--- config.mk ---
export PLATFORM = sky130hd
export DESIGN_NAME = timer_ctrl
export DESIGN_NICKNAME = d
export VERILOG_FILES = /design/src/rtl/timer_pkg.sv /design/src/rtl/timer_prescaler.sv /design/src/rtl/timer_ctrl.sv
export SDC_FILE = /design/constraint.sdc
export NUM_CORES = 1
export LEC_CHECK = 0
export BUFFER_PORTS_ARGS = -buffer_cell sky130_fd_sc_hd__buf_2
export CAP_MARGIN = 10
export CELL_PAD_IN_SITES_DETAIL_PLACEMENT = 0
export CELL_PAD_IN_SITES_GLOBAL_PLACEMENT = 1
export CORE_MARGIN = 5
export CORE_UTILIZATION = 29
export CTS_CLUSTER_DIAMETER = 40
export DETAILED_ROUTE_END_ITERATION = 8
export PLACE_DENSITY_LB_ADDON = 0.1
export RECOVER_POWER = 100
export SETUP_SLACK_MARGIN = 0.2
export SYNTH_ARGS = -nofsm -noshare
export SYNTH_HDL_FRONTEND = slang
export SYNTH_SLANG_ARGS = --single-unit
--- constraint.sdc ---
create_clock -name clk -period 1.6 [get_ports clk]
set_clock_uncertainty 0.1 [all_clocks]
set_input_delay 0.32 -clock clk [delete_from_list [all_inputs] [get_ports clk]]
set_output_delay 0.32 -clock clk [all_outputs]
set_load 0.05 [all_outputs]
--- src/rtl/timer_pkg.sv ---
// rtl/timer_pkg.sv - shared constants, state encoding and prescaler mask helper for timer_ctrl
package timer_pkg;

    localparam int WIDTH_DEF = 8;
    localparam int DIV_W_DEF = 2;

    typedef enum logic [1:0] {
        ST_IDLE = 2'd0,
        ST_LOAD = 2'd1,
        ST_RUN  = 2'd2,
        ST_CLR  = 2'd3
    } state_t;

    // Low div bits set: clk_ena fires when the prescaler matches this mask.
    function automatic logic [31:0] presc_mask(input int div);
        return (32'd1 << div) - 32'd1;
    endfunction

endpackage

--- src/rtl/timer_prescaler.sv ---
// rtl/timer_prescaler.sv - free-running prescaler producing the next-cycle count qualifier
module timer_prescaler
    import timer_pkg::*;
#(
    parameter int DIV_W = DIV_W_DEF
) (
    input  logic             clk,
    input  logic             rst_n,
    input  logic             clear,
    input  logic             run,
    input  logic [DIV_W-1:0] div,
    output logic             clk_ena
);

    localparam int PW = (1 << DIV_W) - 1;

    logic [PW-1:0] cnt;
    logic [PW-1:0] cnt_next;
    logic [PW-1:0] mask;
    logic [31:0]   mask_full;

    // clk_ena describes the cycle that cnt_next belongs to, so the parent can register it.
    always_comb begin
        mask_full = presc_mask(int'(div));
        mask      = mask_full[PW-1:0];
        cnt_next  = cnt;
        if (clear) begin
            cnt_next = '0;
        end else if (run) begin
            cnt_next = cnt + PW'(1);
        end
        clk_ena = run && ((cnt_next & mask) == mask);
    end

    always_ff @(posedge clk) begin
        if (!rst_n) begin
            cnt <= '0;
        end else begin
            cnt <= cnt_next;
        end
    end

endmodule

--- src/rtl/timer_ctrl.sv ---
// rtl/timer_ctrl.sv - control-side initiator for the 8-bit timer counter with flag acknowledge and irq
module timer_ctrl
    import timer_pkg::*;
#(
    parameter int WIDTH = WIDTH_DEF,
    parameter int DIV_W = DIV_W_DEF
) (
    input  logic             clk,
    input  logic             rst_n,
    input  logic             cfg_enable,
    input  logic             cfg_up_down,
    input  logic [WIDTH-1:0] cfg_start,
    input  logic [DIV_W-1:0] cfg_div,
    input  logic             cfg_auto_reload,
    input  logic             cfg_ovf_ie,
    input  logic             cfg_udf_ie,
    input  logic             cmd_load,
    input  logic             sw_clr_ovf,
    input  logic             sw_clr_udf,
    input  logic             overflow,
    input  logic             underflow,
    output logic             clk_ena,
    output logic [WIDTH-1:0] start_counter,
    output logic             up_down,
    output logic             load,
    output logic             enable,
    output logic             clr_overflow,
    output logic             clr_underflow,
    output logic             sts_ovf,
    output logic             sts_udf,
    output logic             irq
);

    state_t state;
    state_t state_next;
    logic   flag;
    logic   presc_clear;
    logic   presc_run;
    logic   presc_ena;

    always_comb begin
        state_next = state;
        flag       = overflow | underflow;
        unique case (state)
            ST_IDLE: begin
                if (flag)            state_next = ST_CLR;
                else if (cmd_load)   state_next = ST_LOAD;
                else if (cfg_enable) state_next = ST_RUN;
            end
            ST_LOAD: begin
                state_next = cfg_enable ? ST_RUN : ST_IDLE;
            end
            ST_RUN: begin
                if (flag)             state_next = ST_CLR;
                else if (cmd_load)    state_next = ST_LOAD;
                else if (!cfg_enable) state_next = ST_IDLE;
            end
            ST_CLR: begin
                if (cfg_auto_reload) state_next = ST_LOAD;
                else if (cfg_enable) state_next = ST_RUN;
                else                 state_next = ST_IDLE;
            end
            default: state_next = ST_IDLE;
        endcase
        presc_run   = (state_next == ST_RUN);
        presc_clear = presc_run && (state != ST_RUN);
    end

    timer_prescaler #(
        .DIV_W (DIV_W)
    ) u_prescaler (
        .clk     (clk),
        .rst_n   (rst_n),
        .clear   (presc_clear),
        .run     (presc_run),
        .div     (cfg_div),
        .clk_ena (presc_ena)
    );

    // Outputs are registered from state_next so they line up with the state they describe.
    always_ff @(posedge clk) begin
        if (!rst_n) begin
            state         <= ST_IDLE;
            clk_ena       <= 1'b0;
            start_counter <= '0;
            up_down       <= 1'b0;
            load          <= 1'b0;
            enable        <= 1'b0;
            clr_overflow  <= 1'b0;
            clr_underflow <= 1'b0;
            sts_ovf       <= 1'b0;
            sts_udf       <= 1'b0;
            irq           <= 1'b0;
        end else begin
            state         <= state_next;
            load          <= (state_next == ST_LOAD);
            enable        <= (state_next == ST_RUN);
            clk_ena       <= (state_next == ST_LOAD) | presc_ena;
            up_down       <= cfg_up_down;
            clr_overflow  <= (state_next == ST_CLR) & overflow;
            clr_underflow <= (state_next == ST_CLR) & underflow;
            if (state_next == ST_LOAD) begin
                start_counter <= cfg_start;
            end
            // A set coinciding with a software clear must win.
            if (clr_overflow)    sts_ovf <= 1'b1;
            else if (sw_clr_ovf) sts_ovf <= 1'b0;
            if (clr_underflow)   sts_udf <= 1'b1;
            else if (sw_clr_udf) sts_udf <= 1'b0;
            irq <= (sts_ovf & cfg_ovf_ie) | (sts_udf & cfg_udf_ie);
        end
    end

endmodule

==> results of run 1 <==
worst paths after layout:
check                           endpoint  depth (start not counted)                from  slack, ns
worst max-delay path             clk_ena                          5  u_prescaler.cnt[0]       0.07
worst min-delay path             up_down                          2         cfg_up_down       0.12
worst max register to register   clk_ena                          5  u_prescaler.cnt[0]       0.07
worst min register to register   sts_ovf                          2        clr_overflow       0.39
logic make-up after synthesis:
| family | count (synthesis) | synth area share [%] |
|---|---|---|
| AOI/OAI and AO/OA | 16 | 12.4 |
| and+or+nand+nor | 36 | 22.4 |
| muxes | 8 | 9.20 |
| buffers and inverters | 9 | 4.02 |
| adders and majority gates | 1 | 1.44 |
| DFF | 22 | 50.6 |
flip-flops by register name, summed over array words and instances, names as in the netlist:
| signal | flops |
|---|---|
| sts_ovf | 1 |
| irq | 1 |
| start_counter | 8 |
| u_prescaler.cnt | 3 |
| clr_underflow | 1 |
| up_down | 1 |
| enable | 1 |
| clk_ena | 1 |
| sts_udf | 1 |
| load | 1 |
| state | 2 |
| clr_overflow | 1 |
placed cells by master, fill, tap and decap left out, drive strengths merged:
| cell | count |
|---|---|
| nand2b | 2 |
| nor4b | 1 |
| a31o | 1 |
| a21oi | 7 |
| mux2i | 8 |
| and2 | 2 |
| buf | 32 |
| bufinv | 1 |
| nor3b | 2 |
| a22oi | 1 |
| o21ai | 1 |
| or4 | 1 |
| or4b | 1 |
| nor3 | 1 |
| nor2b | 1 |
| nor2 | 19 |
| clkbuf | 24 |
| a31oi | 1 |
| a211o | 1 |
| a221oi | 1 |
| or4bb | 2 |
| ha | 1 |
| nand2 | 3 |
| dfxtp | 22 |
| a2bb2oi | 1 |
| o221ai | 1 |
| nand4b | 1 |
| a221o | 1 |
| inv | 5 |
routing by layer:
| metal | share of wire, % | track usage, % |
|---|---|---|
| met1 | 45 | 12.8 |
| met2 | 46 | 16.1 |
| met3 | 8.8 | 2.76 |
| met4 | 0.83 | 3.17 |
| met5 | 0 | 0 |
power by group:
group          total [W]  switching (W)  internal [W]  leakage (nW)
Sequential      0.000593      0.0000183      0.000575         0.181
Combinational   0.000242       0.000150     0.0000918         0.429
Clock           0.000417       0.000164      0.000253        0.0279
per-stage QoR:
stage	instance area [µm²]	setup TNS [ns]	total power [W]	hold slack (ns)	util, %
after floorplan	888	-0.0991	0.000752	0.342	-
after global placement	1190	-0.915	0.000837	0.345	42.1
after detailed placement	1190	-1.13	0.000838	0.358	42.1
after CTS	1280	0	0.00126	0.123	45.4
after global routing	1310	0	0.00131	0.126	46.1
final	1310	0	0.00125	0.124	46.1
what timing repair did:
item                       CTS  global route
buffers inserted             2             1
setup endpoints to repair   13            16
gates resized for setup      8             9
pin swaps                    6             3
critical path: cells and delay by family, from the launching register on:
kind            cells  cell delay [ns]
flops               1             0.36
compound gates      2             0.24
simple gates        2             0.67
buf+inv             1             0.13
layout make-up:
| cell class | instances | area share, % |
|---|---|---|
| Multi-Input combinational cell | 61 | 34.7 |
| Sequential cell | 22 | 34.2 |
| Timing Repair Buffer | 53 | 22.6 |
| Tap cell | 31 | 2.97 |
| Clock inverter | 1 | 2.30 |
| Clock buffer | 3 | 1.73 |
| Inverter | 5 | 1.44 |
==> impl_metrics.py, run 1 <==
metrics = {
    "outcome": {
        "status": "complete, no violations",
    },
    "final_layout": {
        "fillers": 292,
        "syn2layout_area_growth_pct": 49.9,
        "drive_gt1_share_pct": 44.1,
        "multi_input_area_um2": 453,
        "seq_area_um2": 447,
        "diodes": 0,
        "nets": 169,
        "finalNonFillerCells": 176,
    },
    "pwr": {
        "ir_drop_mv": 0.294,
        "leakage_nw": 0.638,
        "powerDensity_nw_per_um2": 959,
    },
    "place": {
        "dp_cells": 169,
        "preCtsSetupSlack_ns": -0.247,
        "gp_congestion": 0.818,
        "dpl.hpwl_um": 1600,
        "portBuffers": 38,
    },
    "routing": {
        "vias_per_cell": 4.74,
        "first_pass_iters": 4,
        "routedWlPerCell_um": 12.3,
        "drc": 0,
        "vias": 835,
        "wirelength_um": 2160,
        "drtAntennaViolNets": 0,
        "drtIter0Drc": 31,
    },
    "setup_path": {
        "arrival_ns": 1.69,
        "critical_path_class": "reg2reg",
        "critPathMaxStageDelay_ns": 0.52,
        "cp-end-kind": "flip-flop",
        "crit_fanout": 3,
        "path_cells": "buf_4 -> nand2b_1 -> or4_1 -> o221ai_2 -> a31o_1",
        "crit_required_ns": 1.75,
        "startpoint_type": "flip-flop",
        "crit_slowest_cell": "or4_1",
    },
    "global_routing": {
        "antenna_found_initial": 0,
        "grt_max_degree": 14,
        "track_usage_pct": 9.93,
        "overflow": 0,
        "grt_pass1_vias": 753,
        "grt_pass1_wl_um": 3370,
    },
    "synth": {
        "ys_warn_count": 0,
        "synth_top_area_share_pct": 50.6,
        "synth-edff-count": 0,
        "yosys.area.top_type": "dfxtp_1",
        "syn-cell-area_um2": 871,
        "postSynthCellCount": 92,
        "ys_seq_elements": 22,
        "ys_types": 28,
        "syn_nets": 115,
        "async_flop_share_pct": 0,
        "synthTopCellsByArea": "dfxtp_1, mux2i_1, nor2_1",
        "syn_area_per_cell_um2": 9.47,
        "synth_common_cells": "dfxtp_1, nor2_1, mux2i_1, a21oi_1, inv_1",
        "synth_ff_type": "dfxtp_1",
        "synth.most_common_cell": "dfxtp_1",
        "ys_seq_area_share_pct": 50.6,
    },
    "floorplanning": {
        "rows": 19,
        "initial_utilization_pct": 30.8,
        "die_x_um": 64.8,
        "die-area_um2": 4200,
        "io_pins": 39,
        "core_um2": 2830,
        "dieHeight_um": 64.8,
    },
    "timing": {
        "finalCritPeriodShare_pct": 95.9,
        "tightestPinTransition_ns": 0.472,
        "rsz0062_at_grt": "yes",
        "setup_viol": 0,
        "fmax_mhz": 652,
        "setup_ws_ns": 0.0662,
        "finalHoldViolCount": 0,
        "slew_violations": 0,
        "period_minus_slack_ns": 1.53,
        "relSlewSlack_pct": 68.5,
    },
    "clock_tree": {
        "cts.path.max_buffers": 2,
        "cts_buffers": 3,
        "htree_levels": 1,
        "cts_root_buffer": "clkbuf_4",
        "hold_buffers": 0,
        "clock-sinks": 22,
        "clkLatencyLatePin_ns": 0.30,
        "cts_tree": "yes",
        "path_clk_slew_ns": 0.12,
    },
    "flow_run": {
        "cap_violations": 0,
    },
    "hold_path": {
        "hp-class": "in2reg",
    },
}
No activity file was read; power rests on OpenSTA's default activity.
==> inputs of run 2 (changes only) <==
==> constraint.sdc (replaced) <==
create_clock -name clk -period 1.6 [get_ports clk]
set_clock_uncertainty 0.1 [all_clocks]
set_input_delay 0.16 -clock clk [delete_from_list [all_inputs] [get_ports clk]]
set_output_delay 0.16 -clock clk [all_outputs]
set_load 0.05 [all_outputs]
==> run 2 against run 1 <==
Critical path depth unchanged. Die area stayed put. Fmax is 2.1% higher. Non-clock buffer count up 9. Via count up 2.0%. Register-to-register slack gained 0.03 ns. Final cell count rose by 5.1%. Sequential cell count is the same. Power up 2.1%. Hold slack got worse by 0.091 ns. Setup slack gained 0.031 ns. Sequential power about the same. Critical endpoint unchanged. Largest cell class unchanged. Highest routed layer unchanged.
==> impl_metrics.py, run 2 (synthesis gave the netlist of run 1 again) <==
metrics = {
    "final_layout": {
        "diodes": 0,
        "fillers": 286,
        "nets": 178,
        "top_regs": "start_counter (8), u_prescaler.cnt (3), state (2)",
        "largest_reg_flops": 8,
        "syn2layout_area_growth_pct": 61.4,
        "finalNonFillerCells": 185,
        "utilization_pct": 49.7,
        "drive_gt1_share_pct": 29.9,
        "final_common_cell": "buf_2",
        "mostFrequentLayoutCells": "buf_2, nor2_1, dfxtp_1, clkbuf_1, dlygate4sd3_1",
        "regMostFlops": "start_counter",
    },
    "setup_path": {
        "critPathLaunch": "u_prescaler.cnt[0]",
        "crit_fanout": 2,
        "timing.rr.start": "u_prescaler.cnt[0]",
        "arrival_ns": 1.67,
        "cp-end-kind": "flip-flop",
        "path_cells": "ha_4 -> nor2b_1 -> or4_1 -> o221ai_2 -> a31o_1",
        "worstReg2RegEnd": "clk_ena",
        "startpoint_type": "flip-flop",
        "crit_required_ns": 1.76,
        "critPathMaxStageDelay_ns": 0.47,
        "reg2reg_slack_ns": 0.1,
        "critical_path_class": "reg2reg",
        "reg2reg_depth": 5,
        "endpoint": "clk_ena",
        "crit_slowest_cell": "or4_1",
    },
    "timing": {
        "tightestPinTransition_ns": 0.628,
        "fmax_mhz": 665,
        "relSlewSlack_pct": 58.3,
        "whs_ns": 0.0329,
        "period_minus_slack_ns": 1.50,
        "slew_violations": 0,
        "finalHoldViolCount": 0,
        "finalCritPeriodShare_pct": 93.9,
        "setup_viol": 0,
        "rsz0062_at_grt": "yes",
    },
    "pwr": {
        "powerDensity_nw_per_um2": 910,
        "leakage_nw": 0.626,
        "ir_drop_mv": 0.478,
    },
    "clock_tree": {
        "cts_root_buffer": "clkbuf_4",
        "cts.path.max_buffers": 2,
        "clkLatencyLatePin_ns": 0.30,
        "cts_buffers": 3,
        "htree_levels": 1,
        "cts_tree": "yes",
        "clock-sinks": 22,
        "path_clk_slew_ns": 0.12,
    },
    "floorplanning": {
        "core_um2": 2830,
        "io_pins": 39,
        "dieHeight_um": 64.8,
        "die-area_um2": 4200,
        "initial_utilization_pct": 30.8,
        "die_x_um": 64.8,
        "rows": 19,
    },
    "routing": {
        "first_pass_iters": 4,
        "vias_per_cell": 4.61,
        "vias": 852,
        "drtIter0Drc": 29,
        "drc": 0,
        "wirelength_um": 2250,
        "drtAntennaViolNets": 0,
        "routedWlPerCell_um": 12.2,
    },
    "outcome": {
        "status": "complete, no violations",
    },
    "global_routing": {
        "antenna_found_initial": 0,
        "grt_pass1_wl_um": 3370,
        "grt_max_degree": 14,
        "grt_pass1_vias": 715,
        "overflow": 0,
        "track_usage_pct": 10.3,
    },
    "place": {
        "dpl.hpwl_um": 1600,
        "portBuffers": 38,
        "gp_congestion": 0.782,
        "dp_cells": 167,
    },
    "hold_path": {
        "hp-class": "in2reg",
    },
    "flow_run": {
        "cap_violations": 0,
    },
}
==> run 2: worst min-delay path by stage <==
stage,slack [ns],cells past startpoint,endpoint,startpoint
final,0.03,4,sts_udf,sw_clr_udf
after global routing,0.009,4,sts_udf,sw_clr_udf
after CTS,0.02,4,sts_ovf,sw_clr_ovf
after detailed placement,0.27,2,up_down,cfg_up_down
after global placement,0.27,2,up_down,cfg_up_down
after floorplan,0.18,1,up_down,rst_n
==> run 2: repair_timing <==
action                                 CTS  global route
hold buffers                            12             0
buffers inserted                         1             1
resized for setup                       10             8
pin swaps                                5             2
setup endpoints to repair               10            10
endpoints found under the hold margin   10             0
==> run 2: area by class of cell <==
class	count	area, µm²	area share, %
Multi-Input combinational cell	61	473	33.7
Clock buffer	3	22.5	1.60
Inverter	5	18.8	1.34
Sequential cell	22	447	31.8
Tap cell	31	38.8	2.76
Timing Repair Buffer	62	375	26.7
Clock inverter	1	30.0	2.14
==> run 2: per-stage QoR <==
step | instance area [µm²] | TNS [ns] | total power [W] | setup WS, ns
after global placement | 1180 | -0.0685 | 0.000834 | -0.0685
after floorplan | 888 | 0 | 0.000752 | 0.0609
after CTS | 1390 | 0 | 0.00130 | 0.107
final | 1410 | 0 | 0.00128 | 0.0971
after global routing | 1410 | 0 | 0.00135 | 0.0123
after detailed placement | 1180 | -0.0882 | 0.000836 | -0.0882
==> run 2: critical path, delay by kind of cell (launching register included) <==
| kind | cells | cell delay, ns |
|---|---|---|
| and+or+nand+nor | 2 | 0.50 |
| DFF | 1 | 0.36 |
| adders and majority gates | 1 | 0.27 |
| AOI/OAI and AO/OA | 2 | 0.22 |
==> run 2: routing by layer <==
metal / wire [µm] / vias to the layer above / global-route usage [%]
li1: - / 445 / -
met3: 180 / 2 / 4.15
met2: 1030 / 28 / 16.2
met1: 1030 / 377 / 12.5
met5: 0 / - / 0
met4: 17 / 0 / 3.96
==> run 2: power breakdown <==
part | total, W | leakage [nW] | internal, W | switching (W)
registers | 0.000594 | 0.181 | 0.000574 | 0.0000198
logic | 0.000260 | 0.417 | 0.000106 | 0.000154
clock network | 0.000424 | 0.0279 | 0.000253 | 0.000171
==> inputs of run 3 (changes only) <==
- ABC_AREA: not set -> 1
- CORE_UTILIZATION: 29 -> 28
==> run 3 against run 2 <==
Non-clock buffer count is 14 lower. Synthesized cell count increased by 24%. Utilization fell by 8.1 points. Largest power group unchanged. Power grew 5.6%. Highest routed layer unchanged.
==> impl_metrics.py, run 3 <==
metrics = {
    "final_layout": {
        "drive_gt1_share_pct": 24.2,
        "nets": 189,
        "largest_reg_flops": 8,
        "utilization_pct": 41.6,
        "finalNonFillerCells": 209,
        "top_regs": "start_counter (8), u_prescaler.cnt (3), state (2)",
        "regMostFlops": "start_counter",
        "mostFrequentLayoutCells": "nor2_1, dfxtp_1, buf_2",
        "diodes": 0,
        "syn2layout_area_growth_pct": 43.7,
        "final_common_cell": "nor2_1",
    },
    "hold_path": {
        "min_to": "start_counter[7]",
        "hp-class": "in2reg",
        "min_from": "cfg_start[7]",
        "min_path_cells": 3,
    },
    "timing": {
        "finalHoldViolCount": 0,
        "slew_violations": 0,
        "whs_ns": 0.00718,
        "period_minus_slack_ns": 1.42,
        "tightestPinTransition_ns": 0.606,
        "fmax_mhz": 707,
        "relSlewSlack_pct": 59.8,
        "setup_viol": 0,
        "rsz0062_at_grt": "yes",
        "setup_tns_ns": 0,
        "finalCritPeriodShare_pct": 88.5,
    },
    "setup_path": {
        "crit_slowest_cell": "clkbuf_1",
        "critical_path_class": "reg2out",
        "reg2reg_slack_ns": 0.23,
        "reg2reg_depth": 10,
        "critPathBufInv": 1,
        "crit_required_ns": 1.34,
        "path_cells": "clkbuf_1",
        "startpoint_type": "flip-flop",
        "worstReg2RegEnd": "clk_ena",
        "critPathMaxStageDelay_ns": 0.48,
        "crit_fanout": 3,
        "cp-end-kind": "output pin",
        "timing.rr.start": "state[0]",
        "cp_top_family": "buffers and inverters",
        "arrival_ns": 1.16,
    },
    "clock_tree": {
        "cts_buffers": 3,
        "clkLatencyLatePin_ns": 0.30,
        "cts.path.max_buffers": 2,
        "htree_levels": 1,
        "cts_tree": "yes",
        "path_clk_slew_ns": 0.12,
        "clock-sinks": 22,
        "cts_root_buffer": "clkbuf_4",
        "cts_post_setup_buffers_inserted": 0,
    },
    "global_routing": {
        "grt_max_degree": 14,
        "overflow": 0,
        "grt_pass1_wl_um": 3400,
        "grt_pass1_vias": 821,
        "antenna_found_initial": 0,
        "track_usage_pct": 10.1,
    },
    "routing": {
        "wirelength_um": 2040,
        "vias": 863,
        "vias_per_cell": 4.13,
        "drc": 0,
        "drtAntennaViolNets": 0,
        "routedWlPerCell_um": 9.75,
        "drtIter0Drc": 24,
        "first_pass_iters": 4,
    },
    "synth": {
        "async_flop_share_pct": 0,
        "ys_seq_area_share_pct": 50.3,
        "ys_warn_count": 0,
        "synth.most_common_cell": "nor2_1",
        "synthTopCellsByArea": "dfxtp_1, nor2_1, nand2_1",
        "synth-edff-count": 0,
        "syn_area_per_cell_um2": 7.68,
        "syn-cell-area_um2": 876,
        "syn_nets": 137,
        "yosys.area.top_type": "dfxtp_1",
        "postSynthCellCount": 114,
        "synth_common_cells": "nor2_1, dfxtp_1, nand2_1, inv_1, o21ai_0",
        "ys_types": 18,
        "ys_seq_elements": 22,
        "synth_ff_type": "dfxtp_1",
        "synth_top_area_share_pct": 50.3,
    },
    "flow_run": {
        "cap_violations": 0,
    },
    "outcome": {
        "status": "complete, no violations",
    },
    "pwr": {
        "powerDensity_nw_per_um2": 1070,
        "total_power_w": 0.00135,
        "ir_drop_mv": 0.857,
        "leakage_nw": 0.593,
    },
    "floorplanning": {
        "core_um2": 3030,
        "die-area_um2": 4350,
        "initial_utilization_pct": 28.9,
        "io_pins": 39,
        "die_x_um": 65.9,
        "dieHeight_um": 65.9,
        "rows": 20,
    },
    "place": {
        "dp_cells": 195,
        "dpl.hpwl_um": 1550,
        "portBuffers": 38,
        "gp_congestion": 0.772,
    },
}
run 3: cell types whose count changed after synthesis, sizes merged, moves of 7 or more:
cell,delta
nand2,+19
nor2,+10
nand3,+9
o21ai,+7
inv,+8
mux2i,-8
run 3: per-layer routing:
metal | vias up | share of wire (%) | global-route usage [%]
met5 | - | 0 | 0
met4 | 0 | 0.59 | 2.28
met2 | 21 | 48 | 17.8
met1 | 377 | 44 | 10.7
met3 | 2 | 7.9 | 5.10
li1 | 463 | - | -
run 3: logic make-up (layout without fill, tap and decap cells):
| kind of cell | Yosys count | count (layout) | synth area share, % |
|---|---|---|---|
| fa+ha+maj | 1 | 1 | 1.43 |
| flops | 22 | 22 | 50.3 |
| xor+xnor | 1 | 1 | 1.00 |
| buf+inv | 14 | 65 | 6.00 |
| simple gates | 63 | 63 | 33.9 |
| compound gates | 13 | 13 | 7.43 |
run 3: area by class of cell:
| type | count | area (µm²) |
|---|---|---|
| Inverter | 13 | 48.8 |
| Clock inverter | 1 | 30.0 |
| Multi-Input combinational cell | 78 | 390 |
| Clock buffer | 3 | 22.5 |
| Fill cell | 331 | 1770 |
| Tap cell | 44 | 55.1 |
| Sequential cell | 22 | 442 |
| Timing Repair Buffer | 48 | 270 |
run 3: metrics by stage:
step	area [µm²]	setup WS, ns
floorplan	876	0.341
global placement	1120	0.246
detailed placement	1120	0.223
CTS	1270	0.206
global route	1260	0.0685
finish	1260	0.185
run 3: how the worst max path moves through the flow:
stage,startpoint,end,slack [ns],cells after the start
after floorplan,state[0],clk_ena,0.34,10
after global placement,state[0],clk_ena,0.25,10
after detailed placement,state[0],clk_ena,0.22,10
after CTS,state[0],clk_ena,0.21,10
after global routing,state[0],clk_ena,0.07,10
final,clr_underflow,clr_underflow,0.18,1
run 3: repair_timing:
action	4_1_cts	5_1_grt
hold buffers	10	0
hold endpoints to repair	9	0
setup endpoints to repair	0	9
gates resized for setup	0	4
run 3: where the power goes:
part,internal [W],switching (W),total (W)
Combinational,0.0000907,0.000229,0.000320
Clock,0.000253,0.000167,0.000420
Sequential,0.000589,0.0000212,0.000610
